===== config.mk =====
export PLATFORM = sky130hd
export DESIGN_NAME = div_issuer_flat
export DESIGN_NICKNAME = d
export VERILOG_FILES = /design/src/rtl/div_pkg.sv /design/src/rtl/div_issuer_if.sv /design/src/rtl/div_timer.sv /design/src/rtl/div_issuer.sv /design/src/flat_wrapper.sv
export SDC_FILE = /design/constraint.sdc
export NUM_CORES = 1
export LEC_CHECK = 0
export BUFFER_PORTS_ARGS = -buffer_cell sky130_fd_sc_hd__buf_2
export CAP_MARGIN = 0
export CORE_ASPECT_RATIO = 0.6
export CORE_UTILIZATION = 28
export DETAILED_ROUTE_END_ITERATION = 16
export SETUP_SLACK_MARGIN = 0.3
export SYNTH_ARGS = -nofsm -noshare
export SYNTH_HDL_FRONTEND = slang
export SYNTH_SLANG_ARGS = --single-unit

===== constraint.sdc =====
create_clock -name clk -period 3.67 [get_ports clk]
set_input_delay 0 -clock clk [delete_from_list [all_inputs] [get_ports clk]]
set_output_delay 0 -clock clk [all_outputs]
set_load 0.005 [all_outputs]

===== src/rtl/div_pkg.sv =====
// div_pkg: shared types and defaults for the divider issuer.
package div_pkg;

  localparam int unsigned DIV_WIDTH_DEFAULT   = 10;
  localparam int unsigned DIV_TIMEOUT_DEFAULT = 63;

  // Response status reported alongside rsp_q
  typedef enum logic [1:0] {
    ST_OK      = 2'b00,
    ST_DVZ     = 2'b01,
    ST_OVF     = 2'b10,
    ST_TIMEOUT = 2'b11
  } div_status_e;

  // Issuer control states
  typedef enum logic [2:0] {
    IDLE      = 3'd0,
    ISSUE     = 3'd1,
    WAIT_BUSY = 3'd2,
    WAIT_DONE = 3'd3,
    RESP      = 3'd4
  } div_state_e;

  // Error status when the divider drops busy without a valid result.
  // Divide-by-zero dominates; any other failure is reported as overflow.
  function automatic div_status_e err_status(input logic dvz, input logic ovf);
    div_status_e st;
    if (dvz) begin
      st = ST_DVZ;
    end else if (ovf) begin
      st = ST_OVF;
    end else begin
      st = ST_OVF;
    end
    return st;
  endfunction

endpackage


===== src/rtl/div_issuer_if.sv =====
// div_issuer_if: command, divider and response signals of the issuer.
// slave  = the issuer itself, master = the surrounding environment.
interface div_issuer_if
  import div_pkg::*;
#(
  parameter int unsigned WIDTH = DIV_WIDTH_DEFAULT
);

  logic             cmd_valid;
  logic             cmd_ready;
  logic [WIDTH-1:0] cmd_dividend;
  logic [WIDTH-1:0] cmd_divisor;

  logic             div_start;
  logic [WIDTH-1:0] div_a;
  logic [WIDTH-1:0] div_b;
  logic             div_busy;
  logic             div_valid;
  logic             div_dvz;
  logic             div_ovf;
  logic [WIDTH-1:0] div_q;

  logic             rsp_valid;
  logic             rsp_ready;
  logic [WIDTH-1:0] rsp_q;
  div_status_e      rsp_status;

  modport slave (
    input  cmd_valid, cmd_dividend, cmd_divisor,
    input  div_busy, div_valid, div_dvz, div_ovf, div_q,
    input  rsp_ready,
    output cmd_ready, div_start, div_a, div_b,
    output rsp_valid, rsp_q, rsp_status
  );

  modport master (
    output cmd_valid, cmd_dividend, cmd_divisor,
    output div_busy, div_valid, div_dvz, div_ovf, div_q,
    output rsp_ready,
    input  cmd_ready, div_start, div_a, div_b,
    input  rsp_valid, rsp_q, rsp_status
  );

endinterface


===== src/rtl/div_timer.sv =====
// div_timer: counts consecutive wait cycles; expired flags the TIMEOUT-th one.
// Only built when DIV_ISSUER_TIMEOUT_EN is defined. TIMEOUT must be >= 1.
module div_timer
  import div_pkg::*;
#(
  parameter int unsigned TIMEOUT = DIV_TIMEOUT_DEFAULT
) (
  input  logic clk,
  input  logic rst_n,
  input  logic clr,
  input  logic en,
  output logic expired
);

  localparam int unsigned CntW = $clog2(TIMEOUT + 1);

  logic [CntW-1:0] cnt_q, cnt_d;

  // Combinational flag: this enabled cycle is the last one allowed
  assign expired = en && (cnt_q == CntW'(TIMEOUT - 1));

  // Next count: clear on issue, advance while waiting, stop at the limit
  always_comb begin
    cnt_d = cnt_q;
    if (clr) begin
      cnt_d = '0;
    end else if (en && !expired) begin
      cnt_d = cnt_q + CntW'(1);
    end
  end

  // Count register
  always_ff @(posedge clk or negedge rst_n) begin
    if (!rst_n) begin
      cnt_q <= '0;
    end else begin
      cnt_q <= cnt_d;
    end
  end

endmodule


===== src/rtl/div_issuer.sv =====
// div_issuer: accepts a divide command, drives the divider handshake and
// returns quotient plus status. Define DIV_ISSUER_TIMEOUT_EN to bound the
// wait for the divider by TIMEOUT cycles (status ST_TIMEOUT on expiry).
module div_issuer
  import div_pkg::*;
#(
  parameter int unsigned WIDTH   = DIV_WIDTH_DEFAULT,
  parameter int unsigned TIMEOUT = DIV_TIMEOUT_DEFAULT
) (
  input  logic        clk,
  input  logic        rst_n,
  div_issuer_if.slave bus
);

  div_state_e       state_q, state_d;
  logic             cmd_ready_q, cmd_ready_d;
  logic             div_start_q, div_start_d;
  logic             rsp_valid_q, rsp_valid_d;
  logic [WIDTH-1:0] div_a_q, div_a_d;
  logic [WIDTH-1:0] div_b_q, div_b_d;
  logic [WIDTH-1:0] rsp_q_q, rsp_q_d;
  div_status_e      rsp_status_q, rsp_status_d;
  logic             expired_c;

`ifdef DIV_ISSUER_TIMEOUT_EN
  logic tmr_clr_c;
  logic tmr_en_c;

  assign tmr_clr_c = (state_q == ISSUE);
  assign tmr_en_c  = (state_q == WAIT_BUSY) || (state_q == WAIT_DONE);

  div_timer #(
    .TIMEOUT (TIMEOUT)
  ) u_timer (
    .clk     (clk),
    .rst_n   (rst_n),
    .clr     (tmr_clr_c),
    .en      (tmr_en_c),
    .expired (expired_c)
  );
`else
  // No timer: never expires, TIMEOUT has no effect
  assign expired_c = 1'b0 & (TIMEOUT == 0);
`endif

  // Next state, latched operands/response, and registered outputs derived from next state
  always_comb begin
    state_d      = state_q;
    div_a_d      = div_a_q;
    div_b_d      = div_b_q;
    rsp_q_d      = rsp_q_q;
    rsp_status_d = rsp_status_q;

    case (state_q)
      IDLE: begin
        if (bus.cmd_valid && cmd_ready_q) begin
          state_d = ISSUE;
          div_a_d = bus.cmd_dividend;
          div_b_d = bus.cmd_divisor;
        end
      end

      ISSUE: begin
        state_d = WAIT_BUSY;
      end

      WAIT_BUSY: begin
        if (expired_c) begin
          state_d      = RESP;
          rsp_q_d      = '0;
          rsp_status_d = ST_TIMEOUT;
        end else if (bus.div_busy) begin
          state_d = WAIT_DONE;
        end
      end

      WAIT_DONE: begin
        // A valid result beats a simultaneous busy fall, which beats the timeout
        if (bus.div_valid) begin
          state_d      = RESP;
          rsp_q_d      = bus.div_q;
          rsp_status_d = ST_OK;
        end else if (!bus.div_busy) begin
          state_d      = RESP;
          rsp_q_d      = '0;
          rsp_status_d = err_status(bus.div_dvz, bus.div_ovf);
        end else if (expired_c) begin
          state_d      = RESP;
          rsp_q_d      = '0;
          rsp_status_d = ST_TIMEOUT;
        end
      end

      RESP: begin
        if (bus.rsp_ready && rsp_valid_q) begin
          state_d = IDLE;
        end
      end

      default: begin
        state_d = IDLE;
      end
    endcase

    cmd_ready_d = (state_d == IDLE);
    div_start_d = (state_d == ISSUE) || (state_d == WAIT_BUSY);
    rsp_valid_d = (state_d == RESP);
  end

  // State and output registers
  always_ff @(posedge clk or negedge rst_n) begin
    if (!rst_n) begin
      state_q      <= IDLE;
      cmd_ready_q  <= 1'b0;
      div_start_q  <= 1'b0;
      rsp_valid_q  <= 1'b0;
      div_a_q      <= '0;
      div_b_q      <= '0;
      rsp_q_q      <= '0;
      rsp_status_q <= ST_OK;
    end else begin
      state_q      <= state_d;
      cmd_ready_q  <= cmd_ready_d;
      div_start_q  <= div_start_d;
      rsp_valid_q  <= rsp_valid_d;
      div_a_q      <= div_a_d;
      div_b_q      <= div_b_d;
      rsp_q_q      <= rsp_q_d;
      rsp_status_q <= rsp_status_d;
    end
  end

  assign bus.cmd_ready  = cmd_ready_q;
  assign bus.div_start  = div_start_q;
  assign bus.div_a      = div_a_q;
  assign bus.div_b      = div_b_q;
  assign bus.rsp_valid  = rsp_valid_q;
  assign bus.rsp_q      = rsp_q_q;
  assign bus.rsp_status = rsp_status_q;

endmodule


===== src/flat_wrapper.sv =====
// flat-port wrapper written by rule: the top's interface ports become plain ports
module div_issuer_flat import div_pkg::*;
#(
  parameter int unsigned WIDTH   = DIV_WIDTH_DEFAULT,
  parameter int unsigned TIMEOUT = DIV_TIMEOUT_DEFAULT
)
  (clk, rst_n, bus_cmd_valid, bus_cmd_dividend, bus_cmd_divisor, bus_div_busy, bus_div_valid, bus_div_dvz, bus_div_ovf, bus_div_q, bus_rsp_ready, bus_cmd_ready, bus_div_start, bus_div_a, bus_div_b, bus_rsp_valid, bus_rsp_q, bus_rsp_status);
  div_issuer_if #(.WIDTH(WIDTH)) bus_i ();
  input  logic clk;
  input  logic rst_n;
  input wire logic [$bits(bus_i.cmd_valid)-1:0] bus_cmd_valid;
  input wire logic [$bits(bus_i.cmd_dividend)-1:0] bus_cmd_dividend;
  input wire logic [$bits(bus_i.cmd_divisor)-1:0] bus_cmd_divisor;
  input wire logic [$bits(bus_i.div_busy)-1:0] bus_div_busy;
  input wire logic [$bits(bus_i.div_valid)-1:0] bus_div_valid;
  input wire logic [$bits(bus_i.div_dvz)-1:0] bus_div_dvz;
  input wire logic [$bits(bus_i.div_ovf)-1:0] bus_div_ovf;
  input wire logic [$bits(bus_i.div_q)-1:0] bus_div_q;
  input wire logic [$bits(bus_i.rsp_ready)-1:0] bus_rsp_ready;
  output wire logic [$bits(bus_i.cmd_ready)-1:0] bus_cmd_ready;
  output wire logic [$bits(bus_i.div_start)-1:0] bus_div_start;
  output wire logic [$bits(bus_i.div_a)-1:0] bus_div_a;
  output wire logic [$bits(bus_i.div_b)-1:0] bus_div_b;
  output wire logic [$bits(bus_i.rsp_valid)-1:0] bus_rsp_valid;
  output wire logic [$bits(bus_i.rsp_q)-1:0] bus_rsp_q;
  output wire logic [$bits(bus_i.rsp_status)-1:0] bus_rsp_status;
  assign bus_i.cmd_valid = bus_cmd_valid;
  assign bus_i.cmd_dividend = bus_cmd_dividend;
  assign bus_i.cmd_divisor = bus_cmd_divisor;
  assign bus_i.div_busy = bus_div_busy;
  assign bus_i.div_valid = bus_div_valid;
  assign bus_i.div_dvz = bus_div_dvz;
  assign bus_i.div_ovf = bus_div_ovf;
  assign bus_i.div_q = bus_div_q;
  assign bus_i.rsp_ready = bus_rsp_ready;
  assign bus_cmd_ready = bus_i.cmd_ready;
  assign bus_div_start = bus_i.div_start;
  assign bus_div_a = bus_i.div_a;
  assign bus_div_b = bus_i.div_b;
  assign bus_rsp_valid = bus_i.rsp_valid;
  assign bus_rsp_q = bus_i.rsp_q;
  assign bus_rsp_status = bus_i.rsp_status;
  div_issuer #(.WIDTH(WIDTH), .TIMEOUT(TIMEOUT)) u_core (.clk(clk), .rst_n(rst_n), .bus(bus_i));
endmodule

### After elaboration in Yosys (flattened, before gate mapping)

Index checks and enable logic that the tools add are counted.

| word-level totals | value |
|---|---|
| register bits after elaboration | 38 |
| latch bits | 0 |
| RAM bits | 0 |
| ROM bits | 0 |
| memories kept | 0 |

| cells by class | value |
|---|---|
| $add $sub $neg | 0 |
| $mul | 0 |
| div/mod/pow operators | 0 |
| order comparisons | 0 |
| eq/ne operators | 8 |
| shift-type cells | 0 |
| multiplexer cells | 11 |
| bitwise gates (word level) | 0 |
| reduce and logical (&&, ||, !) cells | 7 |

Operators with widths:

| cell | number |
|---|---|
| 10-bit two-way mux | 2 |
| 3-bit two-way mux | 5 |
| 3-bit case mux with 5 select lines | 1 |
| 3-bit by 2-bit equality test with 1-bit output, second input constant | 3 |
| 3-bit by 1-bit equality test with 1-bit output, second input constant | 2 |
| 3-bit equality test, second input constant | 2 |
| 3-bit zero test | 2 |
| 2-bit two-way mux | 3 |
| 2-bit AND reduction | 2 |
| 1-bit logical AND | 2 |
| 2-bit by 1-bit inequality test with 1-bit output, second input constant | 1 |
| 1-bit logical OR | 1 |

### Depth between registers and ports, before layout

| depth | value |
|---|---|
| depth after elaboration | 5 |
| gate-level depth with buffers | 4 |
| mapped depth without buffers | 3 |

### Least setup slack after synthesis

No wires, ideal clock.

| timing | value |
|---|---|
| kind | register to register |
| start | register u_core.state_q[0] |
| end | register u_core.div_a_q[9] (netlist: u_core.bus.div_a[9]) |
| setup time | 0.125 ns |
| arrival | 1.383 ns |
| slack | 2.162 ns |
| cell stages (with the launch flop) | 5 |
| cells stage by stage | dfrtp_1 -> buf_6 -> nor4_4 -> buf_6 -> mux2_4 |

| between the ends | value |
|---|---|
| cells in the longest elaborated chain, start to end | 2 |

RTL lines:

| element | line | text |
|---|---|---|
| from (decl) | div_issuer.sv:15 | `div_state_e state_q, state_d;` |
| from (signal assigned) | div_issuer.sv:122 | `state_q <= state_d;` |
| 3-bit zero test | div_issuer.sv:54 | `case (state_q)` |
| 2-bit AND reduction (no line) | n/a |  |
| to (signal assigned) | div_issuer.sv:126 | `div_a_q <= div_a_d;` |
| to (decl) | div_issuer.sv:19 | `logic [WIDTH-1:0] div_a_q, div_a_d;` |

No other way between the ends.
A chain may end at the register's enable or synchronous reset.

### Worst setup path in the final report

| timing | value |
|---|---|
| start | register u_core.state_q[0] |
| end | register u_core.div_a_q[7] (netlist: u_core.bus.div_a[7]) |

The elaborated chain is that of the path after synthesis.

==> results.toml <==
[synthesis]
synth_seq_area_share = 0.609
synth_compound_gate_area_share = 0.0634
ys_seq_elements = 38
netlist_instances = 114
synthAdderAreaFrac = 0
synth_xor_xnor_area_share = 0
synth_mux_area_frac = 0.183
ys_types = 25
synth-simple-area-share = 0.0882
synth-warning-count = 0
synth_fp_nets = 152
syn_area_um2 = 1560
synth_top_family_by_area = "multiplexers"
synth_area_per_cell_um2 = 13.7

[grt]
grt_pass1_wl_mm = 5.91
grt_max_degree = 39
antenna_found_initial = 0
grt_util_all_layers = 0.132
grt_pass1_vias = 1275
overflow = 0

[sta]
clock_skew_ps = 2.65
finalCriticalPeriod_ps = 2190
maxSlewHeadroom = 0.438
hold_viol = 0
post-route-period-util = 0.597
setup_tns_ps = 0
rsz0062_at_grt = "no"
max_freq_ghz = 0.456
maxSlewViolCount = 0
worstMarginPinSlew_ps = 844
report.final.setup_viol = 0

[setup_path]
start_kind = "register"
max_stage_delay_ps = 730
slowest_stage = "nor4_4"
cp_cell_sequence = "nor4_4 > buf_4 > mux2_2"
worstPathArrival_ps = 2350
path_max_fanout = 18
critical_path_class = "register to register"
end_kind = "register"
required_ps = 3830

[power_and_ir_drop]
p_total_mw = 1.64
p_int_mw = 1.11
ir_worst_vdd_mv = 0.219
clock_power_share = 0.159
switching_share = 0.321
p_per_area_nw_per_um2 = 701
power_leakage_nw = 1.15
p_switching_mw = 0.528
share_comb_of_total_power = 0.385
p_seq_frac = 0.457

[cells_and_area]
final_area_um2 = 2340
area_delta_synth_final_pct = 50.1
drive_gt1_frac = 0.429
n_antenna_cell = 0
fin_nets = 255
nFillCells = 479

[drt]
ant_nets = 0
routed_wl_mm = 3.70
via_per_inst = 4.36
wl_per_cell_um = 13.1
vias = 1235
drc = 1
drt_iter0_markers = 33
drtPass1Iterations = 12

[floorplan]
dieWidth_um = 98.4
die_h_um = 59.8
core.rowCount = 20
coreArea_um2 = 5200
dieArea_um2 = 5880
initial_utilization = 0.300
pin_count = 73

[placement]
numPortBuffers = 71
dp_hpwl_mm = 2.38
dpl_cell_area_um2 = 1960
globalplace.congestion = 0.648

[cts]
clk_latency_ps = 270
tritoncts = "done"
ctsResizeCount = 0
holdBufCountCts = 31
root_buffer = "clkbuf_8"
clk_pin_slew_worst_paths_ps = 70
cts_buffer_depth = 2
htreeDepth = 2
post-cts-setup-buffers = 0
cts-buffers-inserted = 5
clock-sinks = 38

[status]
violations = "design-rule violations"
outcome = "finished, violations left"

[job]
cap_violations = 0

[hold_path]
min_path_type = "input port to register"
final cells by class:
cell class	instances	area, µm²	area share
tap	66	82.6	0.0353
sequential	38	951	0.406
inverter	10	37.5	0.0160
multi-input combinational	59	522	0.223
clock buffer	7	76.3	0.0326
timing repair buffer	103	673	0.287
critical path: cells and delay by family, from the launching register on:
family | cells | cell delay (ps)
buf+inv | 1 | 370
simple gates | 1 | 730
mux | 1 | 360
flops | 1 | 610
path summary, 6_finish.rpt:
kind / start / endpoint / slack [ps] / cells after the start
min in group asynchronous: rst_n / u_core.bus.div_a[3] / 370 / 2
min: bus_div_q[7] / u_core.bus.rsp_q[7] / 10 / 3
min reg2reg: u_core.bus.div_a[2] / u_core.bus.div_a[2] / 490 / 1
max in group asynchronous: rst_n / u_core.bus.rsp_q[5] / 2770 / 2
max: u_core.state_q[0] / u_core.bus.div_a[7] / 1480 / 3
max reg2reg: u_core.state_q[0] / u_core.bus.div_a[7] / 1480 / 3
routing by layer:
metal,wire length [µm],part of all wire,vias up,track usage
li1,-,-,602,-
met1,1870,0.51,579,0.164
met2,1580,0.43,48,0.221
met3,216,0.058,6,0.0409
met4,33,0.0089,0,0.0490
met5,0,0,-,0
metrics by stage:
step            util  cells  setup WS (ps)  hold slack, ps
4_1_cts        0.450    283           1440            4.18
6_report       0.450    283           1480            10.5
3_3_place_gp   0.376    245           1500             165
3_5_place_dp   0.376    245           1450             171
5_1_grt        0.450    283           1360            7.86
2_1_floorplan      -    114           2160            -296
state kept, by name, indices dropped and copies added (netlist names):
signal                 flops
u_core.bus.div_start       1
u_core.bus.cmd_ready       1
u_core.bus.rsp_status      2
u_core.bus.rsp_q          10
u_core.bus.div_a          10
u_core.state_q             3
u_core.bus.div_b          10
u_core.bus.rsp_valid       1
placed cells by master (no fill, tap or decap), drive strengths merged, types with 2 or more instances in the layout:
master	Yosys	final
nand2b	2	2
nand4	10	10
inv	10	10
nand2	2	2
o21ai	10	10
dlygate4sd3	0	31
dfrtp	38	38
buf	4	72
a32o	2	2
mux2	22	22
clkbuf	3	7
cells by family after synthesis:
| logic type | Yosys count |
|---|---|
| AO/OA/AOI/OAI | 16 |
| AND/OR/NAND/NOR | 21 |
| buffers and inverters | 17 |
| multiplexers | 22 |
| flip-flops | 38 |
power by group through the flow:
stage	Combinational, mW	Sequential [mW]	Clock, mW
3_3_place_gp	0.603	0.750	0
5_1_grt	0.697	0.776	0.296
3_5_place_dp	0.609	0.754	0
6_report	0.631	0.750	0.260
2_1_floorplan	0.356	0.750	0
4_1_cts	0.640	0.749	0.277
synth_stat cells, drive strengths merged:
| cell | count | area (µm²) |
|---|---|---|
| o21bai | 1 | 7.51 |
| nand3 | 1 | 5.00 |
| mux2 | 22 | 285 |
| nand2b | 2 | 12.5 |
| and3 | 1 | 6.26 |
| clkbuf | 3 | 11.3 |
| nand2 | 2 | 7.51 |
| nand4 | 10 | 62.6 |
| a32o | 2 | 20.0 |
| nor2b | 1 | 6.26 |
| buf | 4 | 38.8 |
| o21ai | 10 | 50.1 |
| a31oi | 1 | 6.26 |
| a211oi | 1 | 7.51 |
| nor4 | 1 | 21.3 |
| nor3 | 1 | 5.00 |
| and2b | 1 | 7.51 |
| o21a | 1 | 7.51 |
| dfrtp | 38 | 951 |
| nor2 | 1 | 3.75 |
| inv | 10 | 37.5 |
Power figures use the tool's default switching activity.
